**src/rtl/pc_sequencer_pkg.sv**
```systemverilog
// -----------------------------------------------------------------------------
// pc_sequencer_pkg
// Shared definitions for the program-counter sequencer and its helpers.
//   - seqState_t        : sequencer state encoding (2 bits)
//   - DEFAULT_*         : default widths and reset vector
//   - BC_FLAG_*         : branch-condition flag indices used by branch_decision
//   - flushLoad()       : converts a flush slot count into the counter preload
// -----------------------------------------------------------------------------
package pc_sequencer_pkg;

  // Sequencer states. The encoding is fixed so debug tools can decode it.
  typedef enum logic [1:0] {
    SEQ_BOOT  = 2'd0,
    SEQ_RUN   = 2'd1,
    SEQ_FLUSH = 2'd2,
    SEQ_HALT  = 2'd3
  } seqState_t;

  localparam int DEFAULT_PC_WIDTH     = 8;
  localparam int DEFAULT_RESET_VECTOR = 0;

  // The flush down-counter only ever needs to hold FLUSH_CYCLES-1 (max 14).
  localparam int FLUSH_CTR_WIDTH = 4;

  // Branch-condition flag indices shared with branch_decision.
  localparam int BC_FLAG_EQ    = 0;
  localparam int BC_FLAG_LT    = 1;
  localparam int BC_FLAG_LTU   = 2;
  localparam int BC_FLAG_COUNT = 3;

  // The counter counts down to zero inclusive, so N slots need a preload of N-1.
  function automatic logic [FLUSH_CTR_WIDTH-1:0] flushLoad(input int cycles);
    return FLUSH_CTR_WIDTH'(cycles - 1);
  endfunction

endpackage

```
**src/rtl/pc_sequencer_sat_counter.sv**
```systemverilog
// -----------------------------------------------------------------------------
// sat_counter
// Generic saturating up-counter with synchronous clear. Used for the
// taken-branch counter and reusable for other performance counters.
//   clk      in   clock
//   rst      in   synchronous active-high reset, clears the count
//   i_clear  in   synchronous clear
//   i_inc    in   increment request; ignored once the count is all-ones
//   o_count  out  current count
// -----------------------------------------------------------------------------
module sat_counter #(
  parameter int WIDTH = 8
) (
  input  logic             clk,
  input  logic             rst,
  input  logic             i_clear,
  input  logic             i_inc,
  output logic [WIDTH-1:0] o_count
);

  logic [WIDTH-1:0] r_count;
  logic             w_saturated;

  assign w_saturated = (r_count == {WIDTH{1'b1}});

  // Count up on request, stop at all-ones so the value never wraps.
  always_ff @(posedge clk) begin
    if (rst || i_clear) begin
      r_count <= '0;
    end else if (i_inc && !w_saturated) begin
      r_count <= r_count + WIDTH'(1);
    end
  end

  assign o_count = r_count;

endmodule

```
**src/rtl/pc_sequencer.sv**
```systemverilog
// -----------------------------------------------------------------------------
// pc_sequencer
// Owns the program counter and sequences fetch around control-flow changes:
// advance, redirect (followed by a squash window), halt and resume.
//   clk           in   clock
//   rst           in   synchronous active-high reset
//   stall         in   freezes pc and sequencing (does not block resume)
//   branch_valid  in   a control-flow instruction resolves this cycle
//   pc_sel        in   branch taken, qualified by branch_valid
//   target_addr   in   redirect address
//   halt_req      in   level request to stop fetch
//   resume        in   pulse that leaves HALT
//   pc            out  current fetch address
//   fetch_valid   out  fetch may issue at pc (state RUN)
//   flush         out  squash IF/ID (state FLUSH)
//   halted        out  sequencer is in HALT
//   taken_cnt     out  saturating count of taken branches
// -----------------------------------------------------------------------------
module pc_sequencer
  import pc_sequencer_pkg::*;
#(
  parameter int                  PC_WIDTH     = DEFAULT_PC_WIDTH,
  parameter logic [PC_WIDTH-1:0] RESET_VECTOR = PC_WIDTH'(DEFAULT_RESET_VECTOR),
  parameter int                  FLUSH_CYCLES = 2,
  parameter int                  CNT_WIDTH    = 8
) (
  input  logic                 clk,
  input  logic                 rst,
  input  logic                 stall,
  input  logic                 branch_valid,
  input  logic                 pc_sel,
  input  logic [PC_WIDTH-1:0]  target_addr,
  input  logic                 halt_req,
  input  logic                 resume,
  output logic [PC_WIDTH-1:0]  pc,
  output logic                 fetch_valid,
  output logic                 flush,
  output logic                 halted,
  output logic [CNT_WIDTH-1:0] taken_cnt
);

  seqState_t                  r_state;
  logic [PC_WIDTH-1:0]        r_pc;
  logic [FLUSH_CTR_WIDTH-1:0] r_flushCtr;
  logic                       r_fetchValid;
  logic                       r_flush;
  logic                       r_halted;

  seqState_t                  w_nextState;
  logic [PC_WIDTH-1:0]        w_nextPc;
  logic [FLUSH_CTR_WIDTH-1:0] w_nextFlushCtr;
  logic                       w_takenInc;
  logic                       w_taken;

  assign w_taken = branch_valid && pc_sel;

  // Next-state decode. A taken branch outranks halt_req; because halt_req is
  // a held level, a halt that loses to a branch is picked up once the flush
  // window drains back to RUN.
  always_comb begin
    w_nextState    = r_state;
    w_nextPc       = r_pc;
    w_nextFlushCtr = r_flushCtr;
    w_takenInc     = 1'b0;
    case (r_state)
      SEQ_BOOT: begin
        w_nextState = SEQ_RUN;
      end
      SEQ_RUN: begin
        if (!stall) begin
          if (w_taken) begin
            w_nextPc       = target_addr;
            w_nextState    = SEQ_FLUSH;
            w_nextFlushCtr = flushLoad(FLUSH_CYCLES);
            w_takenInc     = 1'b1;
          end else if (halt_req) begin
            w_nextState = SEQ_HALT;
          end else begin
            w_nextPc = r_pc + PC_WIDTH'(1);
          end
        end
      end
      SEQ_FLUSH: begin
        if (!stall) begin
          if (r_flushCtr == '0) begin
            w_nextState = SEQ_RUN;
          end else begin
            w_nextFlushCtr = r_flushCtr - FLUSH_CTR_WIDTH'(1);
          end
        end
      end
      SEQ_HALT: begin
        if (resume) begin
          w_nextState = SEQ_RUN;
        end
      end
      default: begin
        w_nextState = SEQ_BOOT;
      end
    endcase
  end

  // State, pc and the Moore outputs are registered together; the outputs are
  // decoded from the state being loaded so they always match r_state.
  always_ff @(posedge clk) begin
    if (rst) begin
      r_state      <= SEQ_BOOT;
      r_pc         <= RESET_VECTOR;
      r_flushCtr   <= '0;
      r_fetchValid <= 1'b0;
      r_flush      <= 1'b0;
      r_halted     <= 1'b0;
    end else begin
      r_state      <= w_nextState;
      r_pc         <= w_nextPc;
      r_flushCtr   <= w_nextFlushCtr;
      r_fetchValid <= (w_nextState == SEQ_RUN);
      r_flush      <= (w_nextState == SEQ_FLUSH);
      r_halted     <= (w_nextState == SEQ_HALT);
    end
  end

  sat_counter #(
    .WIDTH(CNT_WIDTH)
  ) u_takenCnt (
    .clk     (clk),
    .rst     (rst),
    .i_clear (1'b0),
    .i_inc   (w_takenInc),
    .o_count (taken_cnt)
  );

  assign pc          = r_pc;
  assign fetch_valid = r_fetchValid;
  assign flush       = r_flush;
  assign halted      = r_halted;

endmodule

```
**config.mk**
```make
export PLATFORM = sky130hd
export DESIGN_NAME = pc_sequencer
export DESIGN_NICKNAME = d
export VERILOG_FILES = /design/src/rtl/pc_sequencer_pkg.sv /design/src/rtl/pc_sequencer_sat_counter.sv /design/src/rtl/pc_sequencer.sv
export SDC_FILE = /design/constraint.sdc
export NUM_CORES = 1
export LEC_CHECK = 0
export ABC_AREA = 1
export BUFFER_PORTS_ARGS = -buffer_cell sky130_fd_sc_hd__buf_2
export CAP_MARGIN = 20
export CORE_MARGIN = 1.5
export CORE_UTILIZATION = 40
export CTS_BUF_LIST = sky130_fd_sc_hd__clkbuf_8
export DETAILED_ROUTE_END_ITERATION = 8
export GPL_ROUTABILITY_DRIVEN = 0
export HOLD_SLACK_MARGIN = 0.15
export PLACE_DENSITY = 0.62
export SYNTH_ARGS = -nofsm -noshare
export SYNTH_HDL_FRONTEND = slang
export SYNTH_SLANG_ARGS = --single-unit
```
**constraint.sdc**
```tcl
create_clock -name clk -period 1.24 [get_ports clk]
set_input_delay 0.248 -clock clk [delete_from_list [all_inputs] [get_ports clk]]
set_output_delay 0.248 -clock clk [all_outputs]
set_load 0.01 [all_outputs]
```
# Word-level counts from Yosys, hierarchy flattened
# Index checks and enable logic that the tools add are counted.
# Widths: inputs -> output; s select.
[classes]
addsub = 3
n_eq_ne = 12
muxes = 17
n_bitwise = 1
reduce_logical = 8
[op_table]
columns = ["cell", "count"]
rows = [
  ["$add 8x1->8 const B", 2],
  ["$mux 4", 4],
  ["$mux 8", 2],
  ["$mux 2", 6],
  ["$eq 2x2->1 const B", 4],
  ["$eq 8x8->1 const B", 1],
  ["$ne 2x2->1 const B", 4],
  ["$pmux 2 s4", 1],
  ["$pmux 4 s2", 1],
  ["$reduce_and 5->1", 1],
  ["$eq 2x1->1 const B", 2],
  ["$logic_not 4->1", 1],
  ["$sub 4x1->4 const B", 1],
  ["$mux 1", 3],
  ["$reduce_and 3->1", 1],
  ["$logic_and 1x1->1", 2],
  ["$logic_not 2->1", 1],
  ["$ne 2x1->1 const B", 1],
  ["$reduce_bool 2->1", 1],
  ["$logic_not 1->1", 1],
  ["$not 1->1", 1],
]
[totals]
reg_bits = 25
inputBits = 15

# Depth between registers and ports, before layout
[depth]
word_depth = 5
ltp_mapped = 10
ltp_nobuf = 10

# Modules after synthesis
# Synthesis repeated with hierarchy kept, for this count alone.
[hier_totals]
hier_cells = 219
area_unflattened_um2 = 1398.8
[modules_own_cells]
columns = ["mod", "n_inst", "cells_per_inst", "area_per_inst_um2", "seq_area_each_um2"]
rows = [
  ["pc_sequencer", 1, 149, 957.2, 340.3],
  ["sat_counter", 1, 70, 441.7, 160.2],
]

# Worst setup path after synthesis
# No wires, ideal clock.
[synth_path]
path_type = "register to register"
startpoint = "reg u_takenCnt.r_count[0], in the netlist u_takenCnt.o_count[0]"
endpoint = "reg u_takenCnt.r_count[5], in the netlist u_takenCnt.o_count[5]"
setup_time_ns = 0.136
arrival_time_ns = 1.169
required_ns = 1.104
setup_slack_ns = -0.065
path_stages_with_launch = 9
path_buffers = 0
period_less_slack_ns = 1.305
path_cell_list = "dfxtp_1 ha_1 inv_2 nor2_2 nand2_2 nand2_8 inv_6 nand2_2 a21oi_2"
[synth_via]
elab_chain_len = 3
[synth_lines]
columns = ["item", "line_no", "source"]
rows = [
  ["start, declared", "pc_sequencer_sat_counter.sv:21", "logic [WIDTH-1:0] r_count;"],
  ["start signal, assigned", "pc_sequencer_sat_counter.sv:31", "r_count <= r_count + WIDTH'(1);"],
  ["parallel branches: the longest is 3 deep, another holds $add 8x1->8", "-", ""],
]
# Several ways; the timed one is not identified.
# A chain may end at the register's enable or synchronous reset.

# Worst setup path after layout
[layout_path]
startpoint = "reg u_takenCnt.r_count[0], in the netlist u_takenCnt.o_count[0]"
endpoint = "reg u_takenCnt.r_count[7], in the netlist u_takenCnt.o_count[7]"
# The elaborated chain is that of the path after synthesis.

==> results by group <==
Status
  – Status: complete, no violations

Floorplanning
  – CORE AREA: 3416 um2
  – Die Height: 63.29 um
  – Io pins: 34
  – Die Width: 63.29 um
  – # rows: 21
  – Die area: 4006 um2
  – Initial Utilization: 42.56%

Logic synthesis
  – Synth Register Bits: 25
  – Syn nets: 236
  – Largest family of logic cells by synthesized area: simple AND/OR/NAND/NOR gates
  – Compound-cell area share of the yosys netlist: 12.74%
  – Cell count after synthesis: 218
  – Synthesized area: 1454 um2
  – Yosys warns: 0
  – Synth Area per Inst: 6.669 um2
  – Post-synth top area share: 34.42%
  – Main area contributors after synthesis: dfxtp_1 (34%), nand2_1 (16%), inv_1 (5.9%)
  – Mux cell area share after synthesis: 0%
  – Post-synth top area cell: dfxtp_1
  – Post-Synth XOR/XNOR Area: 1.807%
  – Post-synthesis simple-gate area fraction: 38.90%
  – Adder-cell share of the synthesized area: 2.582%
  – Sequential share of the synthesized area: 34.42%
  – Number of distinct library cells after synthesis: 28

Detailed routing
  – Routed vias/inst: 4.772
  – Routed wire per std cell: 11.60 um
  – Initial DRC Count: 68
  – Antenna viol nets, final: 0
  – Post-route DRC violation count: 0
  – Routed WL: 3.770 mm
  – DRT Pass-1 Iters: 4
  – Via count: 1551

STA
  – Clock Skew: 0.005547 ns
  – Worst Max-Slew Pin Slew: 0.3476 ns
  – RSZ-0062 raised after global routing: yes
  – Final hold vios: 0
  – Setup TNS: 0 ns
  – Max-slew headroom: 76.68%
  – Final Worst Setup Slack: 0.03239 ns
  – Setup violations, final: 0
  – Tmin final: 1.208 ns
  – Pins over their slew limit: 0
  – Fmax: 828.1 MHz
  – Hold WS: 0.2770 ns
  – Crit share post-route: 97.39%

Place
  – DPL Wire Length: 2.628 mm
  – I/O Buffers: 33
  – DP Area: 1842 um2
  – Post-Place Setup Slack: -0.03191 ns

Worst setup path
  – Crit path max fanout: 4
  – CP Launch Type: flop
  – Critical Path End Type: flop
  – CP Data Arrival Time: 1.42 ns
  – Critical path cell sequence: ha_4 -> inv_4 -> nor2_4 -> nand2_4 -> nand2_8 -> buf_4 -> nand2_1 -> a21oi_2
  – Critical path class: flop to flop
  – Crit-path slowest cell: dfxtp_2
  – Slowest cell delay on critical path: 0.37 ns
  – Data required, critical path: 1.45 ns

Finish
  – Final instance area: 2036 um2
  – Fillers: 350
  – Layout Area Growth over Synthesis: 40.02%
  – Final nets: 298
  – Ratio of cells with drive above 1 in the final layout: 43.73%
  – Antenna fix cells: 0

Global routing
  – Global Route Usage Sum: 18.63%
  – First-pass GRT wire length: 5.989 mm
  – Largest net degree at the start of global routing: 15
  – Initial antenna violation count: 0
  – Overflow after GRT: 0
  – Number of global-route vias before repair: 1378

CTS
  – Clk_lat worst skew: 0.27 ns
  – # clock sinks: 25
  – Cts hold-fix bufs: 0
  – CTS tree: yes
  – CTS Buffer Depth: 2
  – CTS clock-pin slew for the worst setup and hold paths: 0.09 ns
  – H-tree depth: 1
  – Clk root buf: clkbuf_8
  – CTS Buf Count: 3

Power
  – Pwr/cell area: 787.3 nW/um2
  – Peak VDD IR: 669.5 uV
  – Leak pwr: 0.9720 nW

Worst hold path
  – Hold crit path type: primary input to flop

Flow run
  – Max Cap Violations: 0
[repair_timing]
action,4_1_cts,5_1_grt
endpoints found under the setup margin,2,19
pin swaps,2,10
cloned,1,0
setup buffers,0,2
gates resized for setup,2,39
[cell type report]
class                   instances  area (um2)  share of cell area [%]
well taps                      46       57.56                   2.827
multi-input cells             162       934.6                   45.91
inverters                      29       123.9                   6.085
flip-flops and latches         25       513.0                   25.20
clock buffers                   3       41.29                   2.028
clock inverters                 1       5.005                  0.2459
repair buffers                 59       360.3                   17.70
[cell families after synthesis]
kind of cell | Yosys count
AO/OA/AOI/OAI | 32
buffers and inverters | 32
flip-flops | 25
AND/OR/NAND/NOR | 123
XOR/XNOR | 3
adder cells (fa/ha/maj) | 3
[worst max-delay path: cells and delay by family (launching register included)]
family	cells	cell delay, ns
buffers and inverters	2	0.16
adder cells (fa/ha/maj)	1	0.15
AO/OA/AOI/OAI	1	0.12
AND/OR/NAND/NOR	4	0.35
flip-flops	1	0.37
[through the flow]
step	std cells	power, mW	utilization (%)
floorplan	218	0.9906	-
global placement	318	1.089	53.92
detailed placement	318	1.090	53.92
CTS	323	1.586	55.90
global route	325	1.684	59.60
finish	325	1.603	59.60
[registers in the layout (all words and copies together) (netlist names)]
name	cells
flush	1
pc	8
halted	1
r_flushCtr	4
fetch_valid	1
u_takenCnt.o_count	8
r_state	2
[power breakdown]
| part | internal (mW) | switching (mW) |
|---|---|---|
| sequential | 0.829 | 0.0196 |
| clock | 0.225 | 0.273 |
| combinational | 0.108 | 0.148 |
[placed cells by master (no fill, tap or decap), types with 2 or more instances in the layout]
master and instances:
o21ai_2 2, nand4_1 3, clkinv_1 2, clkbuf_8 3, nand2_4 5, dfxtp_1 15
nand2_2 10, xor2_1 3, buf_4 26, nor3_1 3, nor2_1 17, inv_2 5
nor2_2 6, o21ai_0 5, buf_2 33, nor2_4 3, o21ai_1 6, ha_4 3
a21oi_2 6, nand2_1 58, a21oi_1 12, dfxtp_2 10, nand3_2 2, nand3b_1 2
nand3_1 12, inv_1 19
[final timing paths]
| kind | depth (start not counted) | slack, ns | endpoint | from |
|---|---|---|---|---|
| setup / recovery | 8 | 0.03 | u_takenCnt.o_count[7] | u_takenCnt.o_count[0] |
| setup reg to reg | 8 | 0.03 | u_takenCnt.o_count[7] | u_takenCnt.o_count[0] |
| hold / removal | 3 | 0.28 | pc[3] | target_addr[3] |
| hold reg to reg | 2 | 0.50 | pc[7] | pc[7] |
[cells in the mapped netlist]
cell type and n:
nand2_1 62, dfxtp_1 25, inv_1 23, nor2_1 23, nand3_1 14, a21oi_1 13
nand2_2 8, o21ai_0 7, o21ai_1 6, a21oi_2 5, nor3_1 4, ha_1 3
nand4_1 3, xor2_1 3, clkinv_1 2, inv_2 2, nand2_4 2, nand3b_1 2
nor2_2 2, buf_1 1, buf_2 1, buf_6 1, clkinv_4 1, inv_6 1
nand2_8 1, nor2_4 1, o21bai_2 1, or2_2 1
[layer usage]
| layer | up-vias | GRT usage (%) | part of all wire [%] |
|---|---|---|---|
| li1 | 815 | - | - |
| met1 | 718 | 26.81 | 49 |
| met2 | 16 | 28.32 | 48 |
| met3 | 2 | 3.750 | 2.4 |
| met4 | 0 | 4.891 | 0.61 |
| met5 | - | 0 | 0 |
No activity file was read; power rests on OpenSTA's default activity.
